<file path="config.mk">
export PLATFORM = sky130hd
export DESIGN_NAME = crc_frame_rx
export DESIGN_NICKNAME = d
export VERILOG_FILES = /design/src/rtl/crc_frame_rx.sv
export SDC_FILE = /design/constraint.sdc
export NUM_CORES = 1
export LEC_CHECK = 0
export CAP_MARGIN = 20
export CORE_MARGIN = 8
export CORE_UTILIZATION = 53
export CTS_CLUSTER_DIAMETER = 200
export DETAILED_ROUTE_END_ITERATION = 8
export PLACE_DENSITY = 0.79
export RECOVER_POWER = 50
export SLEW_MARGIN = 20
export SYNTH_ARGS = -nofsm -noshare
export SYNTH_HDL_FRONTEND = slang
export SYNTH_SLANG_ARGS = --single-unit
</file>
<file path="constraint.sdc">
create_clock -name clk -period 2.43 [get_ports clk]
set_clock_uncertainty 0.05 [all_clocks]
set_input_delay 0.243 -clock clk [delete_from_list [all_inputs] [get_ports clk]]
set_output_delay 0.243 -clock clk [all_outputs]
set_load 0.005 [all_outputs]
</file>
<file path="src/rtl/crc_frame_rx.sv">
// crc_frame_rx: bit-serial frame receiver with CRC check.
// Samples qualified serial bits while frame is high, runs the CRC, packs bits
// MSB-first into bytes and holds back the trailing CRC bytes so only payload
// is emitted. At frame end it reports CRC/alignment/length status together
// with a one-cycle done pulse.
`timescale 1ns/1ps

module crc_frame_rx #(
    parameter int               CRC_W    = 32,
    parameter logic [31:0]      CRC_POLY = 32'h04C11DB7,
    parameter logic [CRC_W-1:0] CRC_INIT = '1,
    parameter int               LEN_W    = 16,
    parameter int               MAX_LEN  = 1500
) (
    input  logic             clk,
    input  logic             rst_n,
    input  logic             frame,
    input  logic             bit_en,
    input  logic             bit_in,
    output logic [7:0]       byte_data,
    output logic             byte_valid,
    output logic             done,
    output logic             crc_ok,
    output logic             err_align,
    output logic             err_short,
    output logic             err_long,
    output logic [LEN_W-1:0] frame_len
);

    localparam int               DEPTH  = CRC_W / 8;
    localparam int               FILL_W = $clog2(DEPTH + 1);
    localparam logic [CRC_W-1:0] POLY   = CRC_POLY[CRC_W-1:0];
    localparam logic [LEN_W-1:0] MAX_L  = LEN_W'(MAX_LEN);
    localparam logic [FILL_W-1:0] FULL  = FILL_W'(DEPTH);

    typedef enum logic [1:0] {HUNT, IDLE, RUN, DONE} state_t;

    state_t            state;
    state_t            state_next;
    logic [CRC_W-1:0]  sr;
    logic [2:0]        bit_cnt;
    logic [7:0]        shift_byte;
    logic [7:0]        line [DEPTH];
    logic [FILL_W-1:0] fill;
    logic              overflow;
    logic              start;
    logic              take_bit;
    logic              finish;
    logic              push;
    logic              pop;
    logic [7:0]        new_byte;

    // One serial CRC step: shift left, fold in the polynomial when the
    // outgoing MSB differs from the incoming bit.
    function automatic logic [CRC_W-1:0] crc_next(input logic [CRC_W-1:0] s, input logic b);
        logic fb;
        fb = s[CRC_W-1] ^ b;
        return {s[CRC_W-2:0], 1'b0} ^ (fb ? POLY : '0);
    endfunction

    assign new_byte = {shift_byte[6:0], bit_in};
    assign push     = take_bit && (bit_cnt == 3'd7);
    assign pop      = push && (fill == FULL);

    // State register; reset drops into HUNT so a frame already in flight is skipped.
    always_ff @(posedge clk or negedge rst_n) begin
        if (!rst_n) begin
            state <= HUNT;
        end else begin
            state <= state_next;
        end
    end

    // Next-state logic plus the per-cycle datapath strobes and the done pulse.
    always_comb begin
        state_next = state;
        done       = 1'b0;
        start      = 1'b0;
        take_bit   = 1'b0;
        finish     = 1'b0;
        case (state)
            HUNT: begin
                if (!frame) state_next = IDLE;
            end
            IDLE: begin
                if (frame && bit_en) begin
                    start      = 1'b1;
                    state_next = RUN;
                end
            end
            RUN: begin
                if (!frame) begin
                    finish     = 1'b1;
                    state_next = DONE;
                end else if (bit_en) begin
                    take_bit = 1'b1;
                end
            end
            DONE: begin
                done       = 1'b1;
                // A frame already high here started too early; wait for it to end.
                state_next = frame ? HUNT : IDLE;
            end
            default: state_next = HUNT;
        endcase
    end

    // CRC, byte assembly, delay line, payload output and end-of-frame status.
    always_ff @(posedge clk or negedge rst_n) begin
        if (!rst_n) begin
            sr         <= CRC_INIT;
            bit_cnt    <= '0;
            shift_byte <= '0;
            fill       <= '0;
            overflow   <= 1'b0;
            byte_data  <= '0;
            byte_valid <= 1'b0;
            crc_ok     <= 1'b0;
            err_align  <= 1'b0;
            err_short  <= 1'b0;
            err_long   <= 1'b0;
            frame_len  <= '0;
            for (int i = 0; i < DEPTH; i++) begin
                line[i] <= '0;
            end
        end else begin
            byte_valid <= 1'b0;
            if (start) begin
                sr         <= crc_next(CRC_INIT, bit_in);
                bit_cnt    <= 3'd1;
                shift_byte <= {7'b0, bit_in};
                fill       <= '0;
                overflow   <= 1'b0;
                frame_len  <= '0;
                crc_ok     <= 1'b0;
                err_align  <= 1'b0;
                err_short  <= 1'b0;
                err_long   <= 1'b0;
            end else if (take_bit) begin
                sr         <= crc_next(sr, bit_in);
                bit_cnt    <= bit_cnt + 3'd1;
                shift_byte <= new_byte;
                if (push) begin
                    for (int i = DEPTH - 1; i > 0; i--) begin
                        line[i] <= line[i-1];
                    end
                    line[0] <= new_byte;
                    if (fill != FULL) fill <= fill + FILL_W'(1);
                end
                if (pop) begin
                    if (frame_len != MAX_L) begin
                        byte_data  <= line[DEPTH-1];
                        byte_valid <= 1'b1;
                        frame_len  <= frame_len + LEN_W'(1);
                    end else begin
                        overflow <= 1'b1;
                    end
                end
            end else if (finish) begin
                err_align <= (bit_cnt != 3'd0);
                err_short <= (fill != FULL);
                err_long  <= overflow;
                crc_ok    <= (sr == '0) && (bit_cnt == 3'd0) && (fill == FULL) && !overflow;
            end
        end
    end

endmodule

</file>
==> impl_metrics.tcl, run 1 <==
set metrics [dict create \
    yosysTopAreaCellShare_pct 39.5 \
    synth_area_per_cell_um2 11.7 \
    viasPerCell 5.73 \
    grt_max_degree 47 \
    fin_util_pct 61.9 \
    num_vias 3303 \
    final-setup-viol-count 0 \
    cts.clk_slew.worst_paths_ns 0.11 \
    cp_data_required_time_ns 2.69 \
    worstMarginPinSlew_ns 1.16 \
    die_area_mm2 0.0125 \
    clkLatencyLatePin_ns 0.37 \
    synth-seq-cells 109 \
    rsz0062_at_grt "false" \
    syn_to_final_growth_pct 15.4 \
    synth.area.top_cells "dfrtp_1 39%, dfstp_2 17%, mux2_2 9.5%, xnor2_1 4.5%, o22a_1 3.2%" \
    seq_area_frac_synth_pct 56.7 \
    nets 477 \
    worstPathArrival_ns 2.53 \
    first_pass_iters 4 \
    layout_common_cells "77 x dfrtp_1, 41 x mux2_2, 34 x nand2_1" \
    synth_cells 418 \
    cts_sinks 109 \
    num_rows 35 \
    max_cap_viol_count 0 \
    hold_viol 0 \
    leakagePower_nw 2.54 \
    status "finished clean" \
    grt_pass1_vias 3319 \
    synth_area_mm2 0.00488 \
    instances_no_fill 576 \
    worstSetupPathType "reg -> reg" \
    cts_buffer_depth 2 \
    grt_pass1_wl_um 16300 \
    multi_input_area_mm2 0.00199 \
    total_power_mw 5.05 \
    dp_hpwl_um 6730 \
    fillers 735 \
    syn-num-nets 435 \
    die_height_um 112 \
    yosysWarnings 0 \
    peakVddDrop_mv 0.510 \
    endpoint_kind "register" \
    h-tree-depth 3 \
    start_util_pct 53.6 \
    finalCritPeriodShare_pct 93.6 \
    synth_flop_cell "dfrtp_1" \
    yosysUniqueCellTypes 40 \
    core_area_mm2 0.00911 \
    gr-total-overflow 0 \
    synthArstFlopShare_pct 100 \
    max_slew_margin_pct 22.6 \
    cts_buffers 9 \
    timing.final.ws_setup_ns 0.154 \
    min_path_type "reg -> reg" \
    antenna_found_initial 0 \
    drt_iter0_drc 162 \
    cts_setup_buffers 0 \
    worst_setup_path_start_kind "register" \
    clock.fmax_mhz 439 \
    finalWirelength_um 9600 \
    finalCriticalPeriod_ns 2.28 \
    routedWlPerCell_um 16.7 \
    yosys.area.top_type "dfrtp_1" \
    gr-usage-all-layers_pct 16.0 \
    drive_gt1_share_pct 24.3 \
    port_buffers 34 \
    cellPowerDensity_mw_per_mm2 896 \
    pre_cts_ws_ns 0.0596 \
    clockRootBuffer "clkbuf_8" \
    seq_area_mm2 0.00277 \
    cts_tree "done" \
    drcViolationCount 0 \
    critPathMaxFanout 9 \
    timing.final.max_slew_violations 0 \
    diodes 0 \
    synth-edff-count 0 \
    gp_congestion 0.834 \
    ioPinCount 35 \
    antenna_left 0 \
    place_inst 559 \
    finalSetupTns_ns 0 \
    die_width_um 112 \
    final_common_cell "dfrtp_1" \
]
==> layout make-up <==
cell class / instances / area share, %
Timing Repair Buffer: 53 / 8.86
Clock buffer: 9 / 2.20
Multi-Input combinational cell: 276 / 35.4
Clock inverter: 7 / 1.24
Inverter: 11 / 0.733
Tap cell: 111 / 2.46
Sequential cell: 109 / 49.1
==> report_power, final <==
part / switching, mW / leakage, nW / internal, mW
Combinational: 0.621 / 1.05 / 0.657
Clock: 0.672 / 0.0963 / 0.409
Sequential: 0.353 / 1.40 / 2.34
==> state kept, by name, summed over array words and instances (netlist names) <==
register and flops:
crc_ok 1, byte_valid 1, state 2, overflow 1, err_align 1, fill 3, bit_cnt 3, frame_len 16
err_short 1, line 32, sr 32, shift_byte 7, byte_data 8, err_long 1
==> synthesized netlist by cell type, types with 4 or more instances <==
| cell | number |
|---|---|
| dfstp_2 | 32 |
| o21ai_0 | 23 |
| and3_1 | 4 |
| clkbuf_1 | 18 |
| nand2_1 | 34 |
| o22a_1 | 18 |
| dfrtp_1 | 77 |
| xnor2_1 | 25 |
| a21oi_1 | 12 |
| mux2_2 | 41 |
| or4_1 | 5 |
| nand3_1 | 12 |
| o31ai_1 | 6 |
| or3_1 | 7 |
| a22o_1 | 7 |
| ha_1 | 12 |
| nand4_1 | 6 |
| nor2_1 | 25 |
| inv_1 | 11 |
| nor4_1 | 8 |
==> timing repair <==
action / 4_1_cts / 5_1_grt
gates resized for setup: 0 / 2
hold buffers: 1 / 0
endpoints found under the hold margin: 21 / 0
endpoints found under the setup margin: 0 / 3
==> per-stage QoR <==
step	area (µm²)	hold slack, ns
global route	5640	0.470
floorplan	4880	-0.103
detailed placement	5430	0.240
global placement	5430	0.237
finish	5640	0.447
CTS	5640	0.365
==> routing by layer <==
layer / GRT usage (%) / share of wire, % / up-vias
met4: 5.22 / 1.1 / 0
met5: 0 / 0 / -
met2: 26.6 / 50 / 70
met1: 19.8 / 44 / 1652
met3: 4.22 / 4.6 / 9
li1: - / - / 1572
==> cells by family (layout without fill, tap and decap cells) <==
| group | after synthesis | in the layout | share of synthesized area [%] |
|---|---|---|---|
| simple gates | 117 | 117 | 12.1 |
| flops | 109 | 109 | 56.7 |
| compound gates | 75 | 75 | 10.4 |
| mux | 44 | 44 | 10.1 |
| buf+inv | 33 | 80 | 2.64 |
| xor+xnor | 28 | 28 | 5.02 |
| fa+ha+maj | 12 | 12 | 3.08 |
==> critical path, cell delays in order (launching register included) <==
cell and delay (ns):
dfrtp_1 0.45, inv_1 0.13, ha_2 0.25, nand4_2 0.15, or4_1 0.54, buf_4 0.18, or3_1 0.30, a21oi_1 0.16
==> final timing paths <==
check | startpoint | endpoint | slack [ns] | depth (start not counted)
max in group asynchronous | rst_n | state[1] | 0.61 | 3
hold / removal | sr[16] | sr[16] | 0.45 | 2
setup reg to reg | state[0] | frame_len[11] | 0.15 | 7
setup / recovery | state[0] | frame_len[11] | 0.15 | 7
hold reg to reg | sr[16] | sr[16] | 0.45 | 2
min in group asynchronous | rst_n | frame_len[15] | 0.57 | 2
Power figures use the tool's default switching activity.
==> inputs of run 2 (changes only) <==
Settings changed: CORE_UTILIZATION 53 to 55, DONT_BUFFER_PORTS set to 1, PLACE_DENSITY 0.79 to 0.76.
==> impl_metrics.tcl, run 2 (same netlist as run 1, synthesis figures left out) <==
set metrics [dict create \
    clkPwrFrac_pct 22.7 \
    p_sw_mw 1.64 \
    grt_pass1_wl_um 15200 \
    worstMarginPinSlew_ns 0.720 \
    finalSetupTns_ns 0 \
    reg2reg_slack_ns 0.20 \
    fillers 682 \
    num_rows 34 \
    clockRootBuffer "clkbuf_8" \
    hold_viol 109 \
    clkLatencyLatePin_ns 0.38 \
    final-setup-viol-count 0 \
    rsz0062_at_grt "false" \
    rr_endpoint "frame_len[13]" \
    violations "negative hold slack" \
    die_height_um 110 \
    clock.fmax_mhz 449 \
    timing.final.max_slew_violations 0 \
    ctsHoldBuffers 1 \
    hold_slack_ns -0.508 \
    crit-reg2reg-launch "bit_cnt[0]" \
    diodes 0 \
    grt_max_degree 110 \
    cts_tree "done" \
    gp_congestion 0.791 \
    nets 439 \
    reg2reg_depth 7 \
    ioPinCount 35 \
    cellPowerDensity_mw_per_mm2 949 \
    antenna_left 0 \
    layout_common_cells "77 x dfrtp_1, 41 x mux2_2, 34 x nand2_1" \
    antenna_found_initial 0 \
    status "finished, violations left" \
    cts_setup_buffers 0 \
    gr-usage-all-layers_pct 15.8 \
    max_cap_viol_count 0 \
    total_power_mw 5.02 \
    finalCritPeriodShare_pct 91.6 \
    start_util_pct 56.3 \
    drcViolationCount 0 \
    num_vias 3160 \
    cts_buffers 9 \
    swShare_pct 32.6 \
    syn_to_final_growth_pct 8.35 \
    max_slew_margin_pct 51.8 \
    die_area_mm2 0.0121 \
    cts.clk_slew.worst_paths_ns 0.11 \
    cts_sinks 109 \
    port_buffers 0 \
    drt_iter0_drc 168 \
    fin_util_pct 61.0 \
    h-tree-depth 3 \
    die_width_um 110 \
    p_int_mw 3.38 \
    final_common_cell "dfrtp_1" \
    critPathMaxFanout 9 \
    drive_gt1_share_pct 25.5 \
    finalCriticalPeriod_ns 2.23 \
    worstSetupPathType "reg -> reg" \
    worstPathArrival_ns 2.49 \
    cp_data_required_time_ns 2.69 \
    finalWirelength_um 8970 \
    gr-total-overflow 0 \
    min_path_type "in -> async" \
    seqPwrFrac_pct 53.6 \
    first_pass_iters 4 \
    worst_setup_path_start_kind "register" \
    viasPerCell 5.91 \
    grt_pass1_vias 3091 \
    top_regs "line: 32 flops, sr: 32 flops, frame_len: 16 flops" \
    power.share.combinational_pct 23.7 \
    routedWlPerCell_um 16.8 \
    peakVddDrop_mv 0.421 \
    leakagePower_nw 2.38 \
    dp_hpwl_um 5870 \
    endpoint_kind "register" \
    core_area_mm2 0.00868 \
    cts_buffer_depth 2 \
]
run 2: timing repair:
| action | in CTS | in global routing |
|---|---|---|
| gates resized for setup | 0 | 2 |
| hold endpoints to repair | 122 | 109 |
| setup endpoints to repair | 0 | 9 |
run 2: cell type report:
type	count	area, µm²	area share [%]
inverter	11	41.3	0.781
timing repair buffer	15	128	2.41
multi-input combinational	276	2000	37.8
clock buffer	9	124	2.34
sequential	109	2770	52.3
clock inverter	7	96.3	1.82
tap	108	135	2.55
run 2: power groups by stage:
stage	sequential (mW)	combinational, mW	clock (mW)
after global routing	2.75	1.35	1.24
final	2.69	1.19	1.14
after detailed placement	2.72	1.19	0
after CTS	2.69	1.20	1.18
after global placement	2.70	1.13	0
after floorplan	2.59	1.02	0
run 2: metrics by stage:
stage               hold WS (ns)  cells  instance area, µm²  setup slack [ns]
floorplan                 -0.103    418                4880             0.174
global placement         -0.0996    518                5050             0.253
detailed placement       -0.0996    518                5050             0.160
CTS                       -0.540    535                5280             0.112
global route              -0.541    535                5290            0.0272
finish                    -0.508    535                5290             0.204
run 2: how the worst max path moves through the flow:
stage,cells past startpoint,to,slack [ns],from
2_1_floorplan,7,frame_len[15],0.17,state[0]
3_3_place_gp,6,frame_len[14],0.25,bit_cnt[0]
3_5_place_dp,6,frame_len[14],0.16,bit_cnt[0]
4_1_cts,6,frame_len[14],0.11,bit_cnt[0]
5_1_grt,7,frame_len[13],0.03,bit_cnt[0]
6_report,7,frame_len[13],0.20,bit_cnt[0]
run 2: critical path, stage by stage, from the launching register on:
cell and delay (ns):
dfrtp_1 0.41, ha_1 0.17, ha_1 0.17, nand4_2 0.17, or4_1 0.55, buf_4 0.18
or3_1 0.30, a21oi_1 0.15
run 2: layer usage:
layer / vias to the layer above / share of wire [%] / global-route usage (%)
met5: - / 0 / 0
met4: 0 / 1.3 / 5.33
met3: 12 / 6.4 / 4.88
met2: 67 / 49 / 25.6
met1: 1586 / 43 / 19.8
li1: 1495 / - / -
==> inputs of run 3 (changes only) <==
--- a/config.mk
+++ b/config.mk
@@ -6,5 +6,4 @@
 export NUM_CORES = 1
 export LEC_CHECK = 0
-export CAP_MARGIN = 20
 export CORE_MARGIN = 8
 export CORE_UTILIZATION = 55
@@ -12,4 +11,5 @@
 export DETAILED_ROUTE_END_ITERATION = 8
 export DONT_BUFFER_PORTS = 1
+export GPL_TIMING_DRIVEN = 0
 export PLACE_DENSITY = 0.76
 export RECOVER_POWER = 50
==> constraint.sdc (replaced) <==
create_clock -name clk -period 2.43 [get_ports clk]
set_clock_uncertainty 0.05 [all_clocks]
set_input_delay 0.3645 -clock clk [delete_from_list [all_inputs] [get_ports clk]]
set_output_delay 0.3645 -clock clk [all_outputs]
set_load 0.005 [all_outputs]
==> impl_metrics.tcl, run 3 (same netlist as run 1, synthesis figures left out) <==
set metrics [dict create \
    cts_buffers 9 \
    seqPwrFrac_pct 52.9 \
    final_common_cell "dfrtp_1" \
    gr-total-overflow 0 \
    grt_max_degree 110 \
    cp_data_required_time_ns 2.69 \
    power.share.combinational_pct 24.7 \
    cellPowerDensity_mw_per_mm2 952 \
    core_area_mm2 0.00868 \
    start_util_pct 56.3 \
    swShare_pct 32.7 \
    violations "negative hold slack" \
    diodes 0 \
    cts_tree "done" \
    place_inst 526 \
    status "finished, violations left" \
    cts_sinks 109 \
    finalCriticalPeriod_ns 2.31 \
    dp_hpwl_um 6280 \
    p_int_mw 3.37 \
    nets 447 \
    gp_congestion 0.834 \
    antenna_found_initial 0 \
    fillers 692 \
    leakagePower_nw 2.34 \
    die_width_um 110 \
    syn_to_final_growth_pct 7.92 \
    clock.fmax_mhz 432 \
    ioPinCount 35 \
    grt_pass1_wl_um 15300 \
    worstPathArrival_ns 2.57 \
    pre_cts_ws_ns -0.0195 \
    gr-usage-all-layers_pct 16.1 \
    hold_slack_ns -0.387 \
    viasPerCell 5.82 \
    timing.final.max_slew_violations 0 \
    endpoint_kind "register" \
    finalSetupTns_ns 0 \
    final-setup-viol-count 0 \
    finalCritPeriodShare_pct 95.2 \
    instances_no_fill 543 \
    timing.final.ws_setup_ns 0.118 \
    clockRootBuffer "clkbuf_8" \
    drt_iter0_drc 148 \
    h-tree-depth 3 \
    num_vias 3160 \
    grt_pass1_vias 3180 \
    fin_util_pct 60.7 \
    peakVddDrop_mv 0.672 \
    die_area_mm2 0.0121 \
    die_height_um 110 \
    first_pass_iters 4 \
    cts.clk_slew.worst_paths_ns 0.12 \
    critPathMaxFanout 10 \
    cts_buffer_depth 2 \
    worst_setup_path_start_kind "register" \
    p_sw_mw 1.64 \
    drive_gt1_share_pct 23.9 \
    worstSetupPathType "reg -> reg" \
    clkLatencyLatePin_ns 0.37 \
    worstMarginPinSlew_ns 0.851 \
    num_rows 34 \
    drcViolationCount 0 \
    max_cap_viol_count 0 \
    layout_common_cells "76 x dfrtp_1, 41 x mux2_2, 34 x nand2_1" \
    clkPwrFrac_pct 22.3 \
    top_regs "line: 32 flops, sr: 32 flops, frame_len: 16 flops" \
    routedWlPerCell_um 16.6 \
    min_path_type "in -> async" \
    hold_viol 109 \
    antenna_left 0 \
    total_power_mw 5.01 \
    max_slew_margin_pct 43.2 \
    port_buffers 0 \
    finalWirelength_um 9030 \
    rsz0062_at_grt "false" \
]
run 3: routing by layer:
metal / share of wire (%) / track usage, % / vias up / wire length (µm)
li1: - / - / 1510 / -
met2: 48 / 26.8 / 53 / 4370
met1: 45 / 20.1 / 1590 / 4070
met5: 0 / 0 / - / 0
met4: 0.89 / 5.61 / 0 / 80
met3: 5.7 / 3.95 / 7 / 513
run 3: final cells by class:
type                    instances  area, µm²  share of cell area [%]
inverters                      11       41.3                   0.784
plain buffers                  21       88.8                    1.69
well taps                     108        135                    2.56
clock inverters                 7       85.1                    1.61
repair buffers                  2       15.0                   0.285
multi-input cells             276       2010                    38.2
flip-flops and latches        109       2770                    52.6
clock buffers                   9        124                    2.35
run 3: through the flow:
stage,hold slack [ns],cell area (µm²)
final,-0.387,5270
after global routing,-0.414,5270
after CTS,-0.407,5240
after detailed placement,0.0218,5020
after global placement,0.0217,5020
after floorplan,0.0189,4880
run 3: power groups by stage:
| stage | sequential (mW) | clock [mW] | combinational (mW) |
|---|---|---|---|
| 3_5_place_dp | 2.68 | 0 | 1.22 |
| 5_1_grt | 2.71 | 1.21 | 1.42 |
| 2_1_floorplan | 2.59 | 0 | 1.02 |
| 3_3_place_gp | 2.66 | 0 | 1.15 |
| 4_1_cts | 2.65 | 1.15 | 1.22 |
| 6_report | 2.65 | 1.12 | 1.24 |
run 3: path summary, 6_finish.rpt:
path / cells past startpoint / from / slack (ns) / endpoint
min in group clk: 2 / bit_en / 0.27 / sr[31]
min reg2reg: 2 / sr[26] / 0.45 / sr[26]
max in group asynchronous: 0 / rst_n / 2.48 / sr[12]
max: 7 / state[0] / 0.12 / frame_len[15]
max reg2reg: 7 / state[0] / 0.12 / frame_len[15]
min: 0 / rst_n / -0.39 / frame_len[10]
run 3: repair_timing:
item | in CTS | in global routing
gates resized for setup | 3 | 10
setup buffers | 0 | 2
setup endpoints to repair | 25 | 35
hold endpoints to repair | 109 | 109
pin swaps | 0 | 1
run 3: worst max-delay path, cell delays in order, from the launching register on:
cell,delay (ns)
dfrtp_2,0.46
inv_2,0.11
ha_4,0.17
nand4_2,0.16
or4_1,0.51
buf_2,0.18
or4_1,0.47
a21oi_1,0.15
